`src/rtl/regymm_edgecounter.sv`:
```
// regymm_edgecounter: N-channel synchronised edge counter and gated frequency meter.
// Each channel counts selected edges; latched snapshots are read one byte at a time on dout.
module regymm_edgecounter #(
  parameter int NCH         = 2,
  parameter int CNT_W       = 14,
  parameter int SYNC_STAGES = 2,
  parameter int GATE_CYCLES = 25000000,
  parameter int SATURATE    = 0,
  localparam int NB         = (CNT_W + 7) / 8,
  localparam int SEL_CH_W   = (NCH > 1) ? $clog2(NCH) : 1,
  localparam int SEL_B_W    = (NB > 1) ? $clog2(NB) : 1
) (
  input  logic                clk25,
  input  logic                rst_n,
  input  logic [NCH-1:0]      sig_in,
  input  logic [1:0]          edge_mode,
  input  logic                pause,
  input  logic                clear,
  input  logic                snap,
  input  logic                gate_en,
  input  logic [SEL_CH_W-1:0] sel_ch,
  input  logic [SEL_B_W-1:0]  sel_byte,
  output logic [7:0]          dout,
  output logic [NCH-1:0]      ovf,
  output logic                gate_done
);

  localparam int TW = $clog2(GATE_CYCLES);
  localparam int PW = $clog2(SYNC_STAGES + 2);
  localparam logic [TW-1:0] TIMER_LAST = TW'(GATE_CYCLES - 1);
  localparam logic [PW-1:0] PRIME_LAST = PW'(SYNC_STAGES + 1);

  logic [NCH-1:0][SYNC_STAGES-1:0] sync_q, sync_d;
  logic [NCH-1:0]                  edgeDly_q, edgeDly_d;
  logic [NCH-1:0][CNT_W-1:0]       cnt_q, cnt_d;
  logic [NCH-1:0][CNT_W-1:0]       snapshot_q, snapshot_d;
  logic [NCH-1:0]                  ovf_q, ovf_d;
  logic [TW-1:0]                   timer_q, timer_d;
  logic [PW-1:0]                   prime_q, prime_d;
  logic                            gateDone_q, gateDone_d;
  logic [7:0]                      dout_q, dout_d;

  logic                            primed;
  logic                            gateClose;
  logic [NCH-1:0]                  syncOut;
  logic [NCH-1:0]                  evt;
  logic [NB*8-1:0]                 selWide;

  function automatic logic edgeMatch(input logic [1:0] mode, input logic cur, input logic prev);
    logic m;
    unique case (mode)
      2'b00:   m = cur & ~prev;
      2'b01:   m = ~cur & prev;
      2'b10:   m = cur ^ prev;
      default: m = 1'b0;
    endcase
    return m;
  endfunction

  // Events stay masked until the synchroniser has flushed its post-reset zeros.
  always_comb begin
    primed  = (prime_q == PRIME_LAST);
    prime_d = primed ? prime_q : prime_q + PW'(1);
    for (int c = 0; c < NCH; c++) begin
      sync_d[c]    = {sync_q[c][SYNC_STAGES-2:0], sig_in[c]};
      syncOut[c]   = sync_q[c][SYNC_STAGES-1];
      edgeDly_d[c] = syncOut[c];
      evt[c]       = primed & ~pause & edgeMatch(edge_mode, syncOut[c], edgeDly_q[c]);
    end
  end

  always_comb begin
    gateClose = gate_en & ~pause & (timer_q == TIMER_LAST);
    if (clear || !gate_en || gateClose) begin
      timer_d = '0;
    end else if (pause) begin
      timer_d = timer_q;
    end else begin
      timer_d = timer_q + TW'(1);
    end
    gateDone_d = gateClose & ~clear;
  end

  // A gate close restarts the count with any event that coincides with it.
  always_comb begin
    for (int c = 0; c < NCH; c++) begin
      cnt_d[c]      = cnt_q[c];
      snapshot_d[c] = snapshot_q[c];
      ovf_d[c]      = ovf_q[c];
      if (clear) begin
        cnt_d[c]      = '0;
        snapshot_d[c] = '0;
        ovf_d[c]      = 1'b0;
      end else if (gateClose) begin
        snapshot_d[c] = cnt_q[c];
        cnt_d[c]      = evt[c] ? CNT_W'(1) : '0;
      end else begin
        if (snap && !gate_en) begin
          snapshot_d[c] = cnt_q[c];
        end
        if (evt[c]) begin
          if (cnt_q[c] == '1) begin
            ovf_d[c] = 1'b1;
            cnt_d[c] = (SATURATE != 0) ? cnt_q[c] : '0;
          end else begin
            cnt_d[c] = cnt_q[c] + CNT_W'(1);
          end
        end
      end
    end
  end

  always_comb begin
    dout_d  = '0;
    selWide = '0;
    for (int c = 0; c < NCH; c++) begin
      if (sel_ch == SEL_CH_W'(c)) begin
        selWide[CNT_W-1:0] = snapshot_q[c];
      end
    end
    for (int b = 0; b < NB; b++) begin
      if (sel_byte == SEL_B_W'(b)) begin
        dout_d = selWide[8*b +: 8];
      end
    end
  end

  always_ff @(posedge clk25 or negedge rst_n) begin
    if (!rst_n) begin
      sync_q     <= '0;
      edgeDly_q  <= '0;
      cnt_q      <= '0;
      snapshot_q <= '0;
      ovf_q      <= '0;
      timer_q    <= '0;
      prime_q    <= '0;
      gateDone_q <= 1'b0;
      dout_q     <= '0;
    end else begin
      sync_q     <= sync_d;
      edgeDly_q  <= edgeDly_d;
      cnt_q      <= cnt_d;
      snapshot_q <= snapshot_d;
      ovf_q      <= ovf_d;
      timer_q    <= timer_d;
      prime_q    <= prime_d;
      gateDone_q <= gateDone_d;
      dout_q     <= dout_d;
    end
  end

  assign dout      = dout_q;
  assign ovf       = ovf_q;
  assign gate_done = gateDone_q;

endmodule
```
`config.mk`:
```
export PLATFORM = sky130hd
export DESIGN_NAME = regymm_edgecounter
export DESIGN_NICKNAME = d
export VERILOG_FILES = /design/src/rtl/regymm_edgecounter.sv
export SDC_FILE = /design/constraint.sdc
export NUM_CORES = 1
export LEC_CHECK = 0
export ABC_AREA = 1
export CORE_ASPECT_RATIO = 0.7
export CORE_MARGIN = 2
export CORE_UTILIZATION = 45
export DETAILED_ROUTE_END_ITERATION = 8
export PLACE_DENSITY = 0.65
export SYNTH_ARGS = -nofsm -noshare
export SYNTH_HDL_FRONTEND = slang
export SYNTH_SLANG_ARGS = --single-unit
```
`constraint.sdc`:
```
create_clock -name clk25 -period 1.7 [get_ports clk25]
set_input_delay 0.17 -clock clk25 [delete_from_list [all_inputs] [get_ports clk25]]
set_output_delay 0.17 -clock clk25 [all_outputs]
set_load 0.005 [all_outputs]
```
# After elaboration in Yosys (flattened, before gate mapping)
# Cells that the tools add are included.
[word_totals] ff_bits=100 in_bits=12 wordCells=87
[classes] add_sub_neg=4 eq_ne=8 muxes=30 n_bitwise=18 n_reduce_logical=14
[op_table] operator="$mux W14" count=15
[op_table] operator="$mux W25" count=2
[op_table] operator="$add A14 B1 Y14 const B" count=2
[op_table] operator="$eq A14 B14 Y1 const B" count=2
[op_table] operator="$add A25 B1 Y25 const B" count=1
[op_table] operator="$eq A25 B25 Y1 const B" count=1
[op_table] operator="$and A1 B1 Y1" count=10
[op_table] operator="$mux W1" count=10
[op_table] operator="$reduce_bool A3 Y1" count=3
[op_table] operator="$mux W8" count=1
[op_table] operator="$reduce_bool A2 Y1" count=4
[op_table] operator="$not A1 Y1" count=6
[op_table] operator="$pmux W1 S3" count=2
[op_table] operator="$reduce_and A3 Y1" count=2
[op_table] operator="$eq A2 B2 Y1 const B" count=2
[op_table] operator="$add A2 B1 Y2 const B" count=1
[op_table] operator="$eq A2 B1 Y1 const B" count=1
[op_table] operator="$logic_not A2 Y1" count=1
[op_table] operator="$logic_or A1 B1 Y1" count=2
[op_table] operator="$ne A2 B1 Y1 const B" count=1
[op_table] operator="$ne A2 B2 Y1 const B" count=1
[op_table] operator="$xor A1 B1 Y1" count=2
[op_table] operator="$logic_and A1 B1 Y1" count=1
[op_table] operator="$logic_not A1 Y1" count=1

# Logic depth before layout (Yosys ltp)
# Gate-level depths: netlist of run 1.
[logic_depth] ltp_word=7 ltp_mapped=11 mapped_depth_nobuf=10

# Worst setup path before layout of run 1
# Ideal clock, no wire load.
[synth_path] path_kind="flip-flop to flip-flop" from="reg edgeDly_q[1]" to="reg cnt_q[15] (netlist name)" t_arrival_ns=1.443 required_ns=1.617 slack_ns=0.174 stages_incl_launch_ff=11 period_less_slack_ns=1.526 cell_sequence="dfrtp_1 > inv_1 > ha_1 > nand3b_1 > nand3_1 > nand2_1 > clkinv_1 > nand2_1 > nor2_1 > nand3_1 > o21ai_0"
[synth_via] elab_chain_len=5 word_cells_on_any_way=7
[synth_lines] item="start: declaration" line="34" rtl="logic [NCH-1:0] edgeDly_q, edgeDly_d;"
[synth_lines] item="start signal: assignment" line="141" rtl="edgeDly_q <= edgeDly_d;"
[synth_lines] item="$not A1 Y1" line="52" rtl="2'b00: m = cur & ~prev;"
[synth_lines] item="$and A1 B1 Y1" line="52"
[synth_lines] item="$pmux W1 S3 (*)" line="51" rtl="unique case (mode)"
[synth_lines] item="$and A1 B1 Y1 (*)" line="68" rtl="evt[c] = primed & ~pause & edgeMatch(edge_mode, syncOut[c], edgeDly_q[c]);"
[synth_lines] item="$reduce_bool A3 Y1 (no line) (*)"
[synth_lines] item="end signal: assignment" line="142" rtl="cnt_q <= cnt_d;"
[synth_lines] item="end: declaration" line="35" rtl="logic [NCH-1:0][CNT_W-1:0] cnt_q, cnt_d;"
# Mark *: on every way between the ends. The rest lies on a longest branch, timed or not.
# A chain may end at the register's enable or synchronous reset.

# Worst setup path in the final report of run 1
[layout_path] from="reg timer_q[0]" to="reg cnt_q[13] (netlist name)"
[layout_via] elab_chain_len=4 word_cells_on_any_way=5
[layout_lines] item="start: declaration" line="38" rtl="logic [TW-1:0] timer_q, timer_d;"
[layout_lines] item="start signal: assignment" line="145" rtl="timer_q <= timer_d;"
[layout_lines] item="$eq A25 B25 Y1 (*)" line="73" rtl="gateClose = gate_en & ~pause & (timer_q == TIMER_LAST);"
[layout_lines] item="$and A1 B1 Y1 (*)" line="73"
[layout_lines] item="$mux W14" line="94" rtl="end else if (gateClose) begin"
[layout_lines] item="$mux W14" line="90" rtl="if (clear) begin"
# Marked as above.

==> results of run 1 <==
==> power groups by stage <==
| stage | combinational, mW | clock [mW] | sequential [mW] |
|---|---|---|---|
| floorplan | 0.169 | 0 | 2.46 |
| global placement | 0.386 | 0 | 2.46 |
| detailed placement | 0.394 | 0 | 2.46 |
| CTS | 0.401 | 2.17 | 2.42 |
| global route | 0.462 | 2.26 | 2.42 |
| finish | 0.419 | 2.12 | 2.42 |
==> metrics by stage <==
stage / hold slack [ns] / worst slack (ns)
after floorplan: -0.126 / 0.174
after global routing: 0.234 / -0.0961
after detailed placement: 0.0944 / -0.231
after global placement: 0.0897 / -0.189
after CTS: 0.237 / 0.00327
final: 0.244 / 0.0331
==> path summary, 6_finish.rpt <==
check                                     to  slack (ns)
worst max-delay path               cnt_q[13]        0.03
worst min-delay path               sync_d[1]        0.24
worst max register to register     cnt_q[13]        0.03
worst min register to register  edgeDly_d[1]        0.35
max in group asynchronous            dout[5]        0.88
min in group asynchronous        timer_q[20]        0.25
==> cell type report <==
type                    instances  area (µm²)  share of cell area, %
multi-input cells             540        2810                   40.5
flip-flops and latches        100        2500                   36.1
repair buffers                 82         769                   11.1
inverters                      90         339                   4.89
clock buffers                   9         225                   3.25
well taps                     157         196                   2.83
clock inverters                 7        88.8                   1.28
==> state kept, by name, summed over array words and instances (netlist names) <==
name        count
cnt_q          28
snapshot_q     28
timer_q        25
dout            8
edgeDly_d       2
edgeDly_q       2
ovf             2
prime_q         2
sync_d          2
gate_done       1
==> kinds of logic after synthesis <==
family	count (synthesis)
and+or+nand+nor	447
adders and majority gates	8
AOI/OAI and AO/OA	57
DFF	100
xor gates and xnor gates	28
buffers and inverters	112
==> synth_stat cells, drive strengths merged <==
cell type,count,area (µm²)
a21oi,4,20.0
buf,17,100
clkbuf,5,18.8
clkinv,2,7.51
dfrtp,100,2500
ha,8,100
inv,88,330
nand2,185,721
nand3,67,360
nand3b,4,30.0
nand4,32,200
nor2,140,559
nor3,16,80.1
nor3b,2,20.0
o21a,1,7.51
o21ai,46,230
o22ai,6,37.5
or2,1,6.26
xnor2,3,26.3
xor2,25,219
==> routing by layer <==
layer  global-route usage [%]  up-vias  wire (µm)
li1                         -     2539          -
met4                     6.34        0        165
met5                        0        -          0
met1                     33.6     2425       6830
met3                     4.54       23        959
met2                     32.5      198       6310
==> critical path: stages, from the launching register on <==
cell and delay (ns):
dfrtp_1 0.42, ha_4 0.18, nand3_4 0.12, nor3_2 0.28
nand2_2 0.14, buf_4 0.16, nand4_1 0.18, o21ai_1 0.08
==> timing repair <==
action / in CTS / in global routing
buffers inserted: 1 / 6
endpoints found under the hold margin: 20 / 0
resized for setup: 13 / 47
hold buffers: 1 / 0
cloned: 0 / 0
setup endpoints to repair: 59 / 80
pin swaps: 3 / 10
==> results.py, run 1 <==
metrics = {
    "floorplanning": {
        "dieArea_um2": 13300,
        "core_area_um2": 11900,
        "die_h_um": 97.1,
        "placement_rows": 33,
        "initial_core_util_pct": 46.9,
        "chipWidth_um": 137,
        "num_io_pins": 23,
    },
    "global_route": {
        "gr-usage-all-layers_pct": 22.4,
        "grt_max_degree": 51,
        "grt_pass1_vias": 4828,
        "gr-total-overflow": 0,
        "grt_pass1_wl_mm": 23.6,
        "antenna_found_initial": 0,
    },
    "cts": {
        "clockRootBuffer": "clkbuf_16",
        "cts_buffers": 9,
        "cts_buffer_depth": 2,
        "clk_latency_ns": 0.37,
        "clock_sinks": 100,
        "clkSlewWorstSetupHoldPaths_ns": 0.08,
        "cts_tree": "done",
        "ctsHtreeMaxLevel": 3,
    },
    "layout": {
        "final_area_um2": 6930,
        "final_common_cell": "nand2_1",
        "utilization_pct": 58.3,
        "syn_to_final_growth_pct": 24.3,
        "final_cell_mix": "nand2_1, nor2_1, dfrtp_1, inv_1, nand3_1",
        "drive_gt1_share_pct": 16.8,
        "fill_cells": 1078,
        "n_antenna_cell": 0,
        "final_nets": 843,
        "layout.cells.non_filler": 985,
    },
    "synth": {
        "syn_inst": 752,
        "yosys_warnings": 0,
        "synth-simple-area-share_pct": 35.4,
        "synth_compound_area_share_pct": 5.30,
        "synth-seq-cells": 100,
        "synth_top_family_by_area": "simple AND/OR/NAND/NOR gates",
        "synth-adder-area-share_pct": 1.79,
        "syn_avg_cell_area_um2": 7.42,
        "synthXorXnorAreaFrac_pct": 4.40,
        "muxShareOfSynthArea_pct": 0,
        "syn-num-nets": 772,
        "syn_area_um2": 5580,
        "synth_cell_types": 32,
        "yosysSeqAreaShare_pct": 44.9,
    },
    "detailed_routing": {
        "ant_nets": 0,
        "dr.first_iter.drc_count": 487,
        "drc_errors": 0,
        "wire_per_inst_um": 14.5,
        "wl_mm": 14.3,
        "vias": 5185,
        "drtPass1Iterations": 5,
        "viasPerCell": 5.26,
    },
    "critical_path": {
        "crit_path_end_kind": "register",
        "crit_required_ns": 1.95,
        "reg2reg_depth": 7,
        "start_kind": "register",
        "cp_max_fo": 5,
        "worstReg2RegStart": "timer_q[0]",
        "arrival_ns": 1.92,
        "worstSetupStartpoint": "timer_q[0]",
        "worstSetupPathType": "register to register",
    },
    "power_and_ir_drop": {
        "swShare_pct": 26.8,
        "seqPwrFrac_pct": 48.8,
        "leakage_nw": 3.26,
        "combinationalPowerShare_pct": 8.5,
        "total_power_mw": 4.96,
        "clkPwrFrac_pct": 42.8,
        "power.density_nw_per_um2": 715,
        "internal_power_mw": 3.63,
        "vdd_ir_drop_max_mv": 0.548,
        "switchingPower_mw": 1.33,
    },
    "placement": {
        "hpwl_mm": 10.4,
        "port_buffers": 22,
        "place_inst": 961,
        "placed_area_um2": 6340,
        "place_congestion": 0.918,
    },
    "sta": {
        "fin_crit_sh_pct": 98.1,
        "maxSlewViolCount": 0,
        "period_needed_ns": 1.67,
        "rsz0062_at_grt": "true",
        "setup_viol": 0,
        "hold_viol_final": 0,
        "worst_pin_slew_ns": 0.352,
        "fmax_ghz": 0.600,
        "skew_ns": 0.0136,
        "timing.slew.headroom_pct": 76.5,
        "timing.setup.tns_ns": 0,
    },
    "hold_path": {
        "hp-class": "input port to register",
        "min-delay-start": "sig_in[0]",
        "holdPathStages": 1,
    },
    "outcome": {
        "status": "complete, no violations",
    },
    "job": {
        "drv_cap": 0,
    },
}
Note: power is estimated with default switching activity, not from simulation.
==> inputs of run 2 (changes only) <==
==> constraint.sdc (replaced) <==
create_clock -name clk25 -period 1.7 [get_ports clk25]
set_input_delay 0.425 -clock clk25 [delete_from_list [all_inputs] [get_ports clk25]]
set_output_delay 0.425 -clock clk25 [all_outputs]
set_load 0.005 [all_outputs]
==> run 2 against run 1 <==
Compared with the run above: the flow now finishes with violations (setup timing); fmax is 4.9% lower; routed wire length grew 3.5%; sequential share of layout area down 1.2 points; critical endpoint is now snapshot_q[17]; clock skew decreased by 0.0057 ns; via count rose by 1.5%; core utilization rose by 1.9 points; critical path depth is 3 higher; sequential power about the same; die area unchanged; largest power group unchanged; clock power about the same; non-clock buffer count is 9 higher; global-route usage grew 0.34 points; highest routed layer unchanged.
==> results.py, run 2 (synthesis gave the netlist of run 1 again) <==
metrics = {
    "floorplanning": {
        "placement_rows": 33,
        "num_io_pins": 23,
        "core_area_um2": 11900,
        "initial_core_util_pct": 46.9,
        "dieArea_um2": 13300,
        "die_h_um": 97.1,
        "chipWidth_um": 137,
    },
    "power_and_ir_drop": {
        "power.density_nw_per_um2": 697,
        "total_power_mw": 4.99,
        "leakage_nw": 3.34,
        "vdd_ir_drop_max_mv": 0.534,
    },
    "outcome": {
        "status": "finished, violations left",
        "violations": "setup timing",
    },
    "detailed_routing": {
        "dr.first_iter.drc_count": 480,
        "viasPerCell": 5.29,
        "drc_errors": 0,
        "wl_mm": 14.8,
        "wire_per_inst_um": 14.8,
        "vias": 5262,
        "drtPass1Iterations": 5,
        "ant_nets": 0,
    },
    "sta": {
        "setup_viol": 29,
        "timing.setup.tns_ns": -0.855,
        "period_needed_ns": 1.75,
        "fin_crit_sh_pct": 103,
        "fin_ws_ns": -0.0526,
        "rsz0062_at_grt": "true",
        "timing.slew.headroom_pct": 76.1,
        "worst_pin_slew_ns": 0.357,
        "skew_ns": 0.00795,
        "holdWs_ns": 0.353,
        "hold_viol_final": 0,
        "fmax_ghz": 0.571,
        "maxSlewViolCount": 0,
    },
    "global_route": {
        "gr-total-overflow": 0,
        "gr-usage-all-layers_pct": 22.7,
        "antenna_found_initial": 0,
        "grt_max_degree": 36,
        "grt_pass1_vias": 4981,
        "grt_pass1_wl_mm": 24.1,
    },
    "critical_path": {
        "cp_max_fo": 7,
        "r2r_slack_ns": -0.05,
        "reg2reg_depth": 10,
        "worstSetupPathType": "register to register",
        "path_cells": "ha_2 > nand3_4 > nor2_4 > nand3_4 > nor2_4 > nor2_8 > buf_12 > clkbuf_16 > nand3_1 > nand2_1",
        "critPathSlowestCell": "dfrtp_1",
        "crit_required_ns": 1.95,
        "arrival_ns": 2.00,
        "worstReg2RegStart": "timer_q[0]",
        "rr_endpoint": "snapshot_q[17]",
        "start_kind": "register",
        "crit_path_end_kind": "register",
        "slowest_delay_ns": 0.38,
    },
    "hold_path": {
        "min-delay-start": "sync_d[3]",
        "whs_endpoint": "edgeDly_d[1]",
        "holdPathStages": 0,
        "hp-class": "register to register",
    },
    "placement": {
        "place_congestion": 0.933,
        "placed_area_um2": 6390,
        "port_buffers": 22,
        "hpwl_mm": 10.6,
    },
    "cts": {
        "clockRootBuffer": "clkbuf_16",
        "cts_tree": "done",
        "clk_latency_ns": 0.35,
        "cts_buffer_depth": 2,
        "cts_buffers": 9,
        "clock_sinks": 100,
        "clkSlewWorstSetupHoldPaths_ns": 0.08,
        "ctsHtreeMaxLevel": 3,
    },
    "layout": {
        "utilization_pct": 60.2,
        "final_area_um2": 7160,
        "final_cell_mix": "nand2_1, nor2_1, dfrtp_1, inv_1, buf_4",
        "regArea_um2": 2500,
        "final_nets": 853,
        "drive_gt1_share_pct": 20.2,
        "multi_input_area_um2": 2910,
        "syn_to_final_growth_pct": 28.4,
        "n_antenna_cell": 0,
        "final_common_cell": "nand2_1",
        "reg_top3": "cnt_q x28, snapshot_q x28, timer_q x25",
        "fill_cells": 1061,
    },
    "job": {
        "drv_cap": 0,
    },
}
[run 2: where the power goes]
group          switching (mW)  internal [mW]  leakage (nW)
Sequential             0.0139           2.40          1.36
Combinational           0.274          0.193          1.82
Clock                    1.04           1.06         0.153
[run 2: layout make-up]
cell class              count  area share [%]
well taps                 157            2.74
clock buffers               9            3.14
clock inverters             7            1.31
multi-input cells         541            40.6
flip-flops and latches    100            35.0
repair buffers             91            12.5
inverters                  90            4.72
[run 2: what timing repair did]
item,4_1_cts,5_1_grt
cloned,0,3
hold buffers,1,0
endpoints found under the setup margin,15,82
setup buffers,1,7
pin swaps,2,30
resized for setup,9,68
endpoints found under the hold margin,18,0
[run 2: per-stage QoR]
stage                     setup slack (ns)  std cells
after global routing                -0.119        995
after floorplan                      0.174        752
after global placement              -0.484        967
after CTS                          0.00488        985
final                              -0.0526        995
after detailed placement            -0.488        967
[run 2: how the worst max path moves through the flow]
stage | startpoint | end | cells past startpoint
2_1_floorplan | edgeDly_q[1] | cnt_q[15] | 10
3_3_place_gp | pause | ovf[1] | 9
3_5_place_dp | pause | ovf[1] | 9
4_1_cts | timer_q[0] | snapshot_q[6] | 9
5_1_grt | timer_q[0] | snapshot_q[9] | 10
6_report | timer_q[0] | snapshot_q[17] | 10
[run 2: worst max-delay path: cells and delay by family, from the launching register on]
kind                       cells  cell delay [ns]
adders and majority gates      1             0.23
DFF                            1             0.38
buffers and inverters          2             0.31
and+or+nand+nor                7             0.72
[run 2: layer usage]
metal	global-route usage, %	share of wire, %	up-vias
met5	0	0	-
met4	5.63	1.4	0
met3	4.90	5.9	19
met2	33.8	45	172
met1	33.6	47	2503
li1	-	-	2568
